--- src/rtl/id_exe_pipe.sv ---
// -----------------------------------------------------------------------------
// id_exe_pipe
//
// ID/EX pipeline stage with a valid/ready handshake on both sides. It holds a
// head entry that drives the EXE-facing outputs. With SKID_EN=1 it also holds
// a skid entry, so ID can still hand over one instruction while EXE is
// back-pressuring.
//
// Handshake (both sides): a transfer happens at a rising edge when valid and
// ready are both high in the cycle before that edge. The producer must hold
// its payload stable while valid=1 and ready=0. An input transfer (Accept)
// is additionally suppressed by flush_i.
//
// Ports:
//   clk_i, rst_i        clock (rising edge), asynchronous active-high reset
//   in_valid_i/in_ready_o  ID-side handshake
//   op1_i, op2_i, reg_we_i, reg_waddr_i, inst_i, inst_addr_i  ID payload
//   flush_i             jump/branch flush; empties the stage, beats Accept/Drain
//   out_valid_o/out_ready_i  EXE-side handshake
//   op1_o .. inst_addr_o     EXE payload (NOP values when the head is empty;
//                            inst_addr_o keeps its last value instead)
//   inst_is_load_o, rd_o  load-use hazard sideband to ID
//   occupancy_o           number of valid entries (0..2)
// -----------------------------------------------------------------------------
module id_exe_pipe #(
    parameter int                    DATA_WIDTH  = 32,
    parameter int                    ADDR_WIDTH  = 32,
    parameter int                    RADDR_WIDTH = 5,
    parameter bit                    SKID_EN     = 1'b1,
    parameter logic [DATA_WIDTH-1:0] NOP_INST    = 32'h00000013,
    parameter logic [6:0]            LOAD_OPCODE = 7'b0000011
) (
    input  logic                   clk_i,
    input  logic                   rst_i,
    input  logic                   in_valid_i,
    output logic                   in_ready_o,
    input  logic [DATA_WIDTH-1:0]  op1_i,
    input  logic [DATA_WIDTH-1:0]  op2_i,
    input  logic                   reg_we_i,
    input  logic [RADDR_WIDTH-1:0] reg_waddr_i,
    input  logic [DATA_WIDTH-1:0]  inst_i,
    input  logic [ADDR_WIDTH-1:0]  inst_addr_i,
    input  logic                   flush_i,
    output logic                   out_valid_o,
    input  logic                   out_ready_i,
    output logic [DATA_WIDTH-1:0]  op1_o,
    output logic [DATA_WIDTH-1:0]  op2_o,
    output logic                   reg_we_o,
    output logic [RADDR_WIDTH-1:0] reg_waddr_o,
    output logic [DATA_WIDTH-1:0]  inst_o,
    output logic [ADDR_WIDTH-1:0]  inst_addr_o,
    output logic                   inst_is_load_o,
    output logic [RADDR_WIDTH-1:0] rd_o,
    output logic [1:0]             occupancy_o
);

    typedef struct packed {
        logic [DATA_WIDTH-1:0]  op1;
        logic [DATA_WIDTH-1:0]  op2;
        logic                   we;
        logic [RADDR_WIDTH-1:0] waddr;
        logic [DATA_WIDTH-1:0]  inst;
        logic [ADDR_WIDTH-1:0]  addr;
    } entry_t;

    entry_t head;
    entry_t skid;
    entry_t in_entry;
    logic   head_valid;
    logic   skid_valid;
    logic   accept;
    logic   drain;

    assign in_entry = '{op1: op1_i, op2: op2_i, we: reg_we_i, waddr: reg_waddr_i,
                        inst: inst_i, addr: inst_addr_i};

    // With the skid buffer, ready is just the inverted skid flag: a flop
    // output, so there is no combinational path from out_ready_i to ID.
    generate
        if (SKID_EN) begin : g_skid_ready
            assign in_ready_o = ~skid_valid;
        end else begin : g_pass_ready
            assign in_ready_o = ~head_valid | out_ready_i;
        end
    endgenerate

    assign accept = in_valid_i & in_ready_o & ~flush_i;
    assign drain  = head_valid & out_ready_i;

    // The skid entry only fills while the head is stalled, and it always
    // moves into the head at the next drain, so the skid is never valid
    // while the head is empty.
    always_ff @(posedge clk_i or posedge rst_i) begin
        if (rst_i) begin
            head_valid <= 1'b0;
            skid_valid <= 1'b0;
            head       <= '0;
            skid       <= '0;
        end else if (flush_i) begin
            // Payload registers keep their contents so inst_addr_o holds.
            head_valid <= 1'b0;
            skid_valid <= 1'b0;
        end else if (!head_valid) begin
            if (accept) begin
                head_valid <= 1'b1;
                head       <= in_entry;
            end
        end else if (drain) begin
            if (skid_valid) begin
                head       <= skid;
                skid_valid <= accept;
                if (accept) begin
                    skid <= in_entry;
                end
            end else begin
                head_valid <= accept;
                if (accept) begin
                    head <= in_entry;
                end
            end
        end else if (accept && SKID_EN) begin
            skid_valid <= 1'b1;
            skid       <= in_entry;
        end
    end

    // Bubbles present as a NOP so EXE never commits stale write enables.
    assign out_valid_o    = head_valid;
    assign op1_o          = head_valid ? head.op1   : '0;
    assign op2_o          = head_valid ? head.op2   : '0;
    assign reg_we_o       = head_valid & head.we;
    assign reg_waddr_o    = head_valid ? head.waddr : '0;
    assign inst_o         = head_valid ? head.inst  : NOP_INST;
    assign inst_addr_o    = head.addr;
    assign inst_is_load_o = head_valid & (head.inst[6:0] == LOAD_OPCODE);
    assign rd_o           = head_valid ? head.inst[7 +: RADDR_WIDTH] : '0;
    assign occupancy_o    = {1'b0, head_valid} + {1'b0, skid_valid};

endmodule
--- config.mk ---
export PLATFORM = sky130hd
export DESIGN_NAME = id_exe_pipe
export DESIGN_NICKNAME = d
export VERILOG_FILES = /design/src/rtl/id_exe_pipe.sv
export SDC_FILE = /design/constraint.sdc
export NUM_CORES = 1
export LEC_CHECK = 0
export CAP_MARGIN = 20
export CORE_UTILIZATION = 32
export CTS_CLUSTER_DIAMETER = 80
export DETAILED_ROUTE_END_ITERATION = 10
export GPL_TIMING_DRIVEN = 0
export HOLD_SLACK_MARGIN = 0.15
export PLACE_DENSITY_LB_ADDON = 0.15
export SLEW_MARGIN = 20
export SYNTH_ARGS = -nofsm -noshare
export SYNTH_HDL_FRONTEND = slang
export SYNTH_SLANG_ARGS = --single-unit
export TNS_END_PERCENT = 30
--- constraint.sdc ---
create_clock -name clk_i -period 8.6 [get_ports clk_i]
set_clock_uncertainty 0.1 [all_clocks]
set_input_delay 1.72 -clock clk_i [delete_from_list [all_inputs] [get_ports clk_i]]
set_output_delay 1.72 -clock clk_i [all_outputs]
set_load 0.01 [all_outputs]
**Word level (Yosys, flattened, before mapping)**

Index checks and enable logic that the tools add are counted.

- Bits in registers: 270
- Output and inout bits: 144
- Word-level logic and storage cells: 52

- Bitwise gates (word level): 7
- $add $sub $neg: 1
- Eq/ne operators: 3
- Mux-type cells: 22
- Reductions and logical operators: 5

Operator list:

| operator | count |
|---|---|
| 134-bit 2-to-1 mux | 7 |
| 32-bit 2-to-1 mux | 3 |
| 1-bit 2-to-1 mux | 10 |
| 5-bit 2-to-1 mux | 2 |
| 7-bit by 2-bit == test with 1-bit output (second input constant) | 1 |
| 1-bit bitwise AND | 5 |
| 2-bit AND reduction | 2 |
| 3-bit AND reduction | 1 |
| 3-bit nonzero test | 1 |
| 1-bit by 1-bit adder with 2-bit output | 1 |
| 2-bit by 1-bit != test with 1-bit output (second input constant) | 1 |
| 2-bit != test (second input constant) | 1 |
| 1-bit inverter | 2 |
| 2-bit nonzero test | 1 |

**Logic depth before layout (Yosys ltp)**

- Depth after elaboration: 7
- Gate-level depth with buffers: 7
- Depth with buffers taken out: 3

**Worst setup path before layout**

No wires, ideal clock.

- Path kind: register to output
- Start point: reg head[34] (netlist bit)
- End point: out inst_is_load_o
- Path slack: 5.312 ns
- Data arrival time: 1.468 ns
- Cell stages (with the launch flop): 3
- Buffers on the path: 0
- Cells stage by stage: dfrtp_1 > or4b_2 > nor4b_1

- Cells in the longest elaborated chain, start to end: 2

Ends and longest elaborated chain:

| what | RTL line | text |
|---|---|---|
| start: declaration | 66 | `entry_t head;` |
| start signal: assignment | 106 | `head <= in_entry;` |
| start signal: assignment | 110 | `head <= skid;` |
| start signal: assignment | 118 | `head <= in_entry;` |
| 7-bit by 2-bit == test with 1-bit output | 135 | `assign inst_is_load_o = head_valid & (head.inst[6:0] == LOAD_OPCODE);` |
| 1-bit bitwise AND | 135 |  |
| end: declaration | 52 | `output logic inst_is_load_o,` |

No other way between the ends.

**Worst setup path after layout**

- Start point: reg head_valid (netlist: out_valid_o)
- End point: out rd_o[0]

- Cells in the longest elaborated chain, start to end: 1

Ends and longest elaborated chain:

| what | RTL line | text |
|---|---|---|
| start: declaration | 69 | `logic head_valid;` |
| start signal: assignment | 116 | `head_valid <= accept;` |
| 5-bit 2-to-1 mux | 136 | `assign rd_o = head_valid ? head.inst[7 +: RADDR_WIDTH] : '0;` |
| end: declaration | 53 | `output logic [RADDR_WIDTH-1:0] rd_o,` |

No other way between the ends.

==> impl_metrics.tcl <==
set metrics [dict create \
    wirelength_mm 35.4 \
    r2r-start "out_valid_o" \
    synth_seq_cells 270 \
    arrival_ns 3.12 \
    postCtsHoldBufs 0 \
    die_h_microns 195 \
    ir_drop_mv 0.130 \
    leakage_nw 7.00 \
    rsz0062_at_grt "no" \
    routabilityCongestion 0.757 \
    fillers 3418 \
    reg2reg_depth 6 \
    cap_violations 0 \
    path_max_fanout 10 \
    wl_per_cell_microns 20.4 \
    start_util_pct 32.6 \
    die_area_sq_um 38000 \
    cp_slowest_cell "clkbuf_1" \
    syn_inst 912 \
    path_class "reg -> out" \
    drt-initial-drc-count 337 \
    clock.fmax_mhz 203 \
    cts_resized 0 \
    powerDensity_nw_per_um2 241 \
    setup.worst_path.start "out_valid_o" \
    synth_area_sq_um 11900 \
    via_per_inst 5.02 \
    slowest_delay_ns 0.53 \
    cts_setup_buffers 0 \
    holdCritStartpoint "skid[39]" \
    ant_nets 0 \
    status "complete, no violations" \
    worstReg2RegEnd "head[49]" \
    insertion_delay_ns 0.55 \
    synth_edf_count 0 \
    fin_crit_ns 4.94 \
    setup.worst_path.end_class "primary output" \
    synth_ff_type "dfrtp_1" \
    tightest_slew_ns 0.903 \
    dr.pass1.iters 4 \
    cts.sinks 270 \
    rrSetupSlack_ns 5.56 \
    drcViolationCount 0 \
    ys_seq_area_share_pct 56.7 \
    cts_tree "done" \
    coreArea_sq_um 36600 \
    cts-buffers-inserted 30 \
    clock_path_buffers 3 \
    syn_area_per_cell_sq_um 13.1 \
    clkSlewWorstSetupHoldPaths_ns 0.06 \
    cp-start-kind "register" \
    slew_violations 0 \
    synth_nets 1052 \
    chipWidth_microns 195 \
    final.period_utilization_pct 57.4 \
    setup_tns_ns 0 \
    final_util_pct 45.5 \
    rows 70 \
    ys_warn_count 0 \
    grt_pass1_wl_mm 55.7 \
    hp-class "reg -> reg" \
    grt_pass1_vias 9348 \
    grt_max_degree 33 \
    grt_overflow 0 \
    final-hold-violation-count 0 \
    cp_cell_sequence "buf_4, clkbuf_1, clkbuf_1, and2_1, buf_4, clkdlybuf4s50_1" \
    track_usage_pct 18.7 \
    setup_viol 0 \
    cts-root-buf "clkbuf_16" \
    synth-async-reset-ratio_pct 100 \
    antenna_found_initial 6 \
    port_buffers 282 \
    slew_headroom_pct 39.7 \
    min_path_cells 1 \
    whs_endpoint "skid[39]" \
    dp_hpwl_mm 24.6 \
    stdcell_count 1730 \
    cts_max_level 1 \
    required_ns 6.78 \
    dp.cells 1671 \
    ys_types 25 \
    nets 1375 \
    drive_gt1_share_pct 20.7 \
    ios 283 \
    vias 8693 \
    syn_to_final_growth_pct 39.7 \
]
## through the flow
step | area (sq um) | setup slack (ns) | hold WS, ns | power [W]
finish | 16700 | 3.66 | 0.408 | 0.00401
global route | 16700 | 3.44 | 0.414 | 0.00420
global placement | 15300 | 0.916 | 0.387 | 0.00258
detailed placement | 15500 | 3.91 | 0.394 | 0.00260
floorplan | 11900 | 3.21 | 0.380 | 0.00223
CTS | 16600 | 3.48 | 0.407 | 0.00407
## synth_stat cells, types with 2 or more instances
| library cell | number | area share (%) |
|---|---|---|
| buf_1 | 9 | 0.28 |
| o22ai_1 | 134 | 7.0 |
| a2bb2oi_1 | 134 | 9.8 |
| inv_1 | 3 | 0.094 |
| mux2_4 | 60 | 7.6 |
| clkbuf_1 | 51 | 1.6 |
| buf_4 | 38 | 2.4 |
| buf_6 | 7 | 0.66 |
| buf_2 | 16 | 0.67 |
| a21oi_1 | 2 | 0.084 |
| dfrtp_1 | 270 | 57 |
| mux2_2 | 74 | 7.0 |
| and2_1 | 99 | 5.2 |
| nand2b_1 | 4 | 0.21 |
## worst max-delay path by stage
stage,to,slack [ns],cells after the start
2_1_floorplan,head[100],3.21,1
3_3_place_gp,head[49],0.92,2
3_5_place_dp,head[49],3.91,6
4_1_cts,rd_o[0],3.48,6
5_1_grt,rd_o[0],3.44,6
6_report,rd_o[0],3.66,6
## metal layers
metal  up-vias  global-route usage, %  share of wire [%]
met1      4379                   25.9                 47
met4         4                   5.25                2.2
li1       4031                      -                  -
met3        56                   4.56                6.0
met2       223                   29.0                 45
met5         -                      0              0.079
## state kept, by name (all words and copies together) (netlist names)
name	count
inst_addr_o	32
out_valid_o	1
skid	134
head	102
skid_valid	1
## cells in the final DEF, fill, tap and decap left out, types with 2 or more instances in the layout
cell type	count
a21oi_1	2
and2_1	99
a2bb2oi_1	134
inv_1	2
buf_12	8
clkbuf_16	31
nand2b_1	4
mux2_2	74
bufinv_16	5
buf_2	16
clkinvlp_4	2
buf_6	7
o22ai_1	134
buf_4	38
clkbuf_8	11
dfrtp_1	270
diode_2	4
clkbuf_1	53
buf_1	9
clkdlybuf4s50_1	282
mux2_4	60
clkinv_2	4
## cell type report
| cell class | instances | area, sq um | share of cell area, % |
|---|---|---|---|
| Buffer | 121 | 669 | 4.02 |
| Timing Repair Buffer | 291 | 3010 | 18.1 |
| Antenna cell | 4 | 10.0 | 0.0601 |
| Multi-Input combinational cell | 518 | 4490 | 27.0 |
| Tap cell | 468 | 586 | 3.52 |
| Clock buffer | 44 | 935 | 5.61 |
| Inverter | 3 | 15.0 | 0.0901 |
| Clock inverter | 11 | 186 | 1.12 |
| Sequential cell | 270 | 6760 | 40.6 |
## where the power goes
group / total (W) / leakage (nW) / internal, W / switching [W]
combinational: 0.000869 / 3.39 / 0.000562 / 0.000307
clock: 0.00143 / 0.554 / 0.000898 / 0.000530
sequential: 0.00171 / 3.06 / 0.00156 / 0.000155
total: 0.00401 / 7.00 / 0.00302 / 0.000992
## critical path, delay by kind of cell, from the launching register on
family	cells	cell delay [ns]
DFF	1	0.41
buffers and inverters	5	1.88
and+or+nand+nor	1	0.27
## cell families after synthesis
group	count (synthesis)	share of synthesized area, %
AOI/OAI and AO/OA	273	17.2
DFF	270	56.7
muxes	134	14.5
buffers and inverters	124	5.71
and+or+nand+nor	110	5.83
adders and majority gates	1	0.105
(Power assumes the default switching activity.)
==> RTL change 1, RTL diff (same settings) <==
Set the parameter `SKID_EN` to 1'b0 (it was 1'b1).
--- a/src/rtl/id_exe_pipe.sv
+++ b/src/rtl/id_exe_pipe.sv
@@ -26,7 +26,7 @@
     parameter int                    DATA_WIDTH  = 32,
     parameter int                    ADDR_WIDTH  = 32,
     parameter int                    RADDR_WIDTH = 5,
-    parameter bit                    SKID_EN     = 1'b1,
+    parameter bit                    SKID_EN     = 1'b0,
     parameter logic [DATA_WIDTH-1:0] NOP_INST    = 32'h00000013,
     parameter logic [6:0]            LOAD_OPCODE = 7'b0000011
 ) (
Check against the original RTL: not equivalent (Yosys sat finds a counterexample within 4 cycles, from zero or initial values and one cycle with rst_i high).
==> RTL change 1 against the unedited design <==
Sequential cell count unchanged. Total power down 16%. Global-route usage down 0.61 points. Area after synthesis up 1.6%. Cell area up 0.78%. Worst setup slack worse by 0.091 ns. Count of clock-buffer cells in the layout down 1. Wire length down 2.1%. Critical endpoint is now in_ready_o. Largest power group unchanged.
==> RTL change 1: results (changes against the unedited design) <==
status: "finished clean"  # unchanged
cp.arrival_ns: 3.21  # was 3.12 ns
synthDistinctLibCells: 26  # was 25
port_buffers: 281  # was 282
p_leak_uw: 0.007228  # was 0.006998 uW
cp_max_fo: 3  # was 10
grt_pass1_vias: 9106  # was 9,348
ir_drop_mv: 0.1478  # was 0.1296 mV
avgSynthCellArea_um2: 13.30  # was 13.08 um^2
place_area_um2: 15750  # was 15,530 um^2
cts_max_level: 1  # unchanged
drt_iter0_markers: 295  # was 337
yosysSeqAreaShare_pct: 55.76  # was 56.65%
dp_cells: 1705  # was 1,671
r2r_slack_ns: 5.79  # was 5.56 ns
max_slew_margin_pct: 45.56  # was 39.71%
crit_end: "in_ready_o"  # was rd_o[0]
fin_cells: 1762  # was 1,730
numCtsBuffers: 31  # was 30
hpwl_mm: 24.47  # was 24.65 mm
antenna_found_initial: 5  # was 6
syn_nets: 1051  # was 1,052
muxShareOfSynthArea_pct: 12.45  # was 14.54%
reg2reg_to: "skid[131]$_DFFE_PP0P_"  # was head[49]$_DFFE_PP0P_
crit_start: "out_ready_i"  # was out_valid_o$_DFF_PP0_
track_usage_pct: 18.07  # was 18.68%
synth_area_leaders: "dfrtp_1, mux2_2, a2bb2oi_2"  # was dfrtp_1, a2bb2oi_1, mux2_4
gp_congestion: 0.7746  # was 0.7567
num_vias: 8645  # was 8,693
grt_pass1_wl_mm: 54.20  # was 55.70 mm
fin_ws_ns: 3.571  # was 3.662 ns
grt_max_degree: 34  # was 33
fin_nets: 1374  # was 1,375
[RTL change 1: changes by cell type after synthesis, sizes merged, moves of 2 or more]
cell    unedited run  this run
buf               70        80
a21oi              2         0
or3b               2         0
clkbuf            51        41
[RTL change 1: layout make-up]
class	count	area (um^2)
tap	504	630.6
sequential	270	6756
fill	3458	20170
inverter	4	18.77
clock inverter	12	117.6
antenna	2	5.005
multi-input combinational	516	4639
clock buffer	43	910.9
buffer	121	708.2
timing repair buffer	290	3000
[RTL change 1: how the worst min path moves through the flow]
stage	from	end	slack, ns	depth (start not counted)
after floorplan	skid[82]$_DFFE_PP0P_	skid[82]$_DFFE_PP0P_	0.38	1
after global placement	skid[13]$_DFFE_PP0P_	skid[13]$_DFFE_PP0P_	0.39	1
after detailed placement	skid[61]$_DFFE_PP0P_	skid[61]$_DFFE_PP0P_	0.40	1
after CTS	skid[21]$_DFFE_PP0P_	skid[21]$_DFFE_PP0P_	0.41	1
after global routing	skid[76]$_DFFE_PP0P_	skid[76]$_DFFE_PP0P_	0.42	1
final	skid[84]$_DFFE_PP0P_	skid[84]$_DFFE_PP0P_	0.41	1
[RTL change 1: power by group]
group | internal, uW | leakage (uW) | switching [uW] | total (uW)
logic | 367 | 0.00334 | 231 | 597
clock network | 793 | 0.000518 | 522 | 1320
registers | 1380 | 0.00337 | 66.2 | 1440
[RTL change 1: critical path: stages]
cell and delay [ns]:
clkdlybuf4s50_1 0.49, nor2b_1 0.35, inv_1 0.14, clkdlybuf4s50_1 0.51
[RTL change 1: metal layers]
layer | routed length [um] | vias up | track usage, %
met2 | 15860 | 218 | 28.51
met1 | 16300 | 4361 | 25.49
li1 | - | 4031 | -
met3 | 1921 | 31 | 3.987
met4 | 514 | 4 | 3.646
met5 | 25 | - | 0
==> RTL change 2, RTL diff (same settings) <==
Made on the original files. Make the reset (`rst_i`) synchronous in one clocked block. Comments in the files are not updated.
--- a/src/rtl/id_exe_pipe.sv
+++ b/src/rtl/id_exe_pipe.sv
@@ -90,7 +90,7 @@
     // The skid entry only fills while the head is stalled, and it always
     // moves into the head at the next drain, so the skid is never valid
     // while the head is empty.
-    always_ff @(posedge clk_i or posedge rst_i) begin
+    always_ff @(posedge clk_i) begin
         if (rst_i) begin
             head_valid <= 1'b0;
             skid_valid <= 1'b0;
Behaviour: not the same (Yosys sat finds a counterexample within 4 cycles, from zero or initial values and one cycle with rst_i high; the reset may be asserted at any time).
==> RTL change 2 against the unedited design <==
Clock power up 9%. Worst setup slack got worse by 0.87 ns. Area after synthesis increased by 27%. Critical path type unchanged. Total power down 18%. Sequential cell count unchanged. Cell area up 20%. First-iteration DRC count increased to 3.2 times the old value. Wire length is 66% higher. Sequential share of layout area decreased by 13 points.
==> RTL change 2: results (changes against the unedited design) <==
status: "finished clean"  # unchanged
async_flop_share_pct: 0  # was 100.0%
num-fill-cells: 4649  # was 3,418
r2r_slack_ns: 6.06  # was 5.56 ns
fin_nets: 2203  # was 1,375
p_leak_uw: 0.006964  # was 0.006998 uW
wl_met1_mm: 26.28  # was 16.45 mm
yosys-top-cells-count: "dfxtp_1, a21oi_1, clkbuf_1"  # was dfrtp_1, a2bb2oi_1, o22ai_1
dp_cells: 2632  # was 1,671
p_clk_share_pct: 47.2  # was 35.6%
numCtsBuffers: 36  # was 30
hpwl_mm: 42.44  # was 24.65 mm
synthDistinctLibCells: 29  # was 25
clock_buffers: 51  # was 44
use_met1_pct: 32.11  # was 25.92%
multi_input_area_share_pct: 41.64  # was 26.95%
power_frac_seq_pct: 39.6  # was 42.7%
use_met2_pct: 39.32  # was 28.96%
grt_pass1_vias: 14880  # was 9,348
slowest_delay_ns: 0.87  # was 0.53 ns
hold_depth: 2  # was 1
drive_gt1_share_pct: 10.69  # was 20.75%
antenna_found_initial: 3  # was 6
yosysSeqAreaShare_pct: 35.73  # was 56.65%
cts_max_level: 2  # was 1
ir_drop_mv: 0.08803  # was 0.1296 mV
port_buffers: 280  # was 282
diodes: 1  # was 4
non_clock_buffer_area_share_pct: 21.24  # was 22.09%
drt_iter0_markers: 1062  # was 337
final-clk-cell-share_pct: 6.131  # was 6.730%
crit_slowest_cell: "clkbuf_1"  # unchanged
gp_congestion: 0.8283  # was 0.7567
reg2reg_to: "skid_valid$_SDFFE_PP0P_"  # was head[49]$_DFFE_PP0P_
n_all_inverters: 1  # was 3
cp.arrival_ns: 3.98  # was 3.12 ns
multi_input_gates: 1186  # was 518
hp-start: "head[42]$_SDFFE_PP0P_"  # was skid[39]$_DFFE_PP0P_
wl_mm: 58.75  # was 35.35 mm
track_usage_pct: 24.11  # was 18.68%
met2_length_mm: 27.38  # was 15.98 mm
grt_max_degree: 13  # was 33
avgRoutedWirePerCell_um: 21.80  # was 20.43 um
viasPerCell: 5.538  # was 5.025
internal_power_uw: 2441  # was 3020 uW
yosysWarningCount: 0  # unchanged
met3_length_mm: 3.539  # was 2.115 mm
avgSynthCellArea_um2: 8.670  # was 13.08 um^2
syn_nets: 1885  # was 1,052
grt_util_met3_pct: 4.006  # was 4.560%
ff_latch_area_um2: 5405  # was 6756 um^2
grt_pass1_wl_mm: 88.85  # was 55.70 mm
drt_pass1_iterations: 5  # was 4
nNonClkBuffers: 568  # was 412
max_slew_margin_pct: 24.62  # was 39.71%
crit_end: "op1_o[26]"  # was rd_o[0]
-- RTL change 2: cell count changes after synthesis, sizes merged, moves of 111 or more --
cell / delta
a21bo: +133
clkbuf: +111
a21oi: +267
mux2: -134
dfxtp: +270
o21ai: +133
dfrtp: -270
o22ai: -134
nand3: +134
a2bb2oi: -134
nand3b: +135
a2111o: +133
o31ai: +134
-- RTL change 2: stage by stage --
stage | setup slack (ns) | total power [uW] | hold slack [ns] | instance area, um^2
floorplan | 5.120 | 1559 | 0.3389 | 15130
global placement | 3.281 | 1761 | 0.3496 | 18690
detailed placement | 3.323 | 1764 | 0.3553 | 18690
CTS | 2.727 | 3325 | 0.3616 | 19910
global route | 2.697 | 3416 | 0.3753 | 19910
finish | 2.796 | 3297 | 0.3577 | 19920
-- RTL change 2: worst min-delay path by stage --
stage / to / slack (ns)
6_report: head[42]$_SDFFE_PP0P_ / 0.36
5_1_grt: inst_addr_o[21]$_SDFFE_PP0P_ / 0.38
4_1_cts: head[36]$_SDFFE_PP0P_ / 0.36
3_5_place_dp: head[36]$_SDFFE_PP0P_ / 0.36
3_3_place_gp: head[36]$_SDFFE_PP0P_ / 0.35
2_1_floorplan: head[36]$_SDFFE_PP0P_ / 0.34
-- RTL change 2: kinds of logic (layout without fill, tap and decap cells) --
| family | Yosys count | after routing | synth area share [%] |
|---|---|---|---|
| adder cells (fa/ha/maj) | 1 | 1 | 0.08269 |
| buffers and inverters | 289 | 631 | 9.453 |
| AO/OA/AOI/OAI | 806 | 806 | 38.84 |
| flip-flops | 270 | 270 | 35.73 |
| AND/OR/NAND/NOR | 378 | 378 | 15.75 |
| multiplexers | 1 | 1 | 0.1488 |
| other | 0 | 1 | 0 |
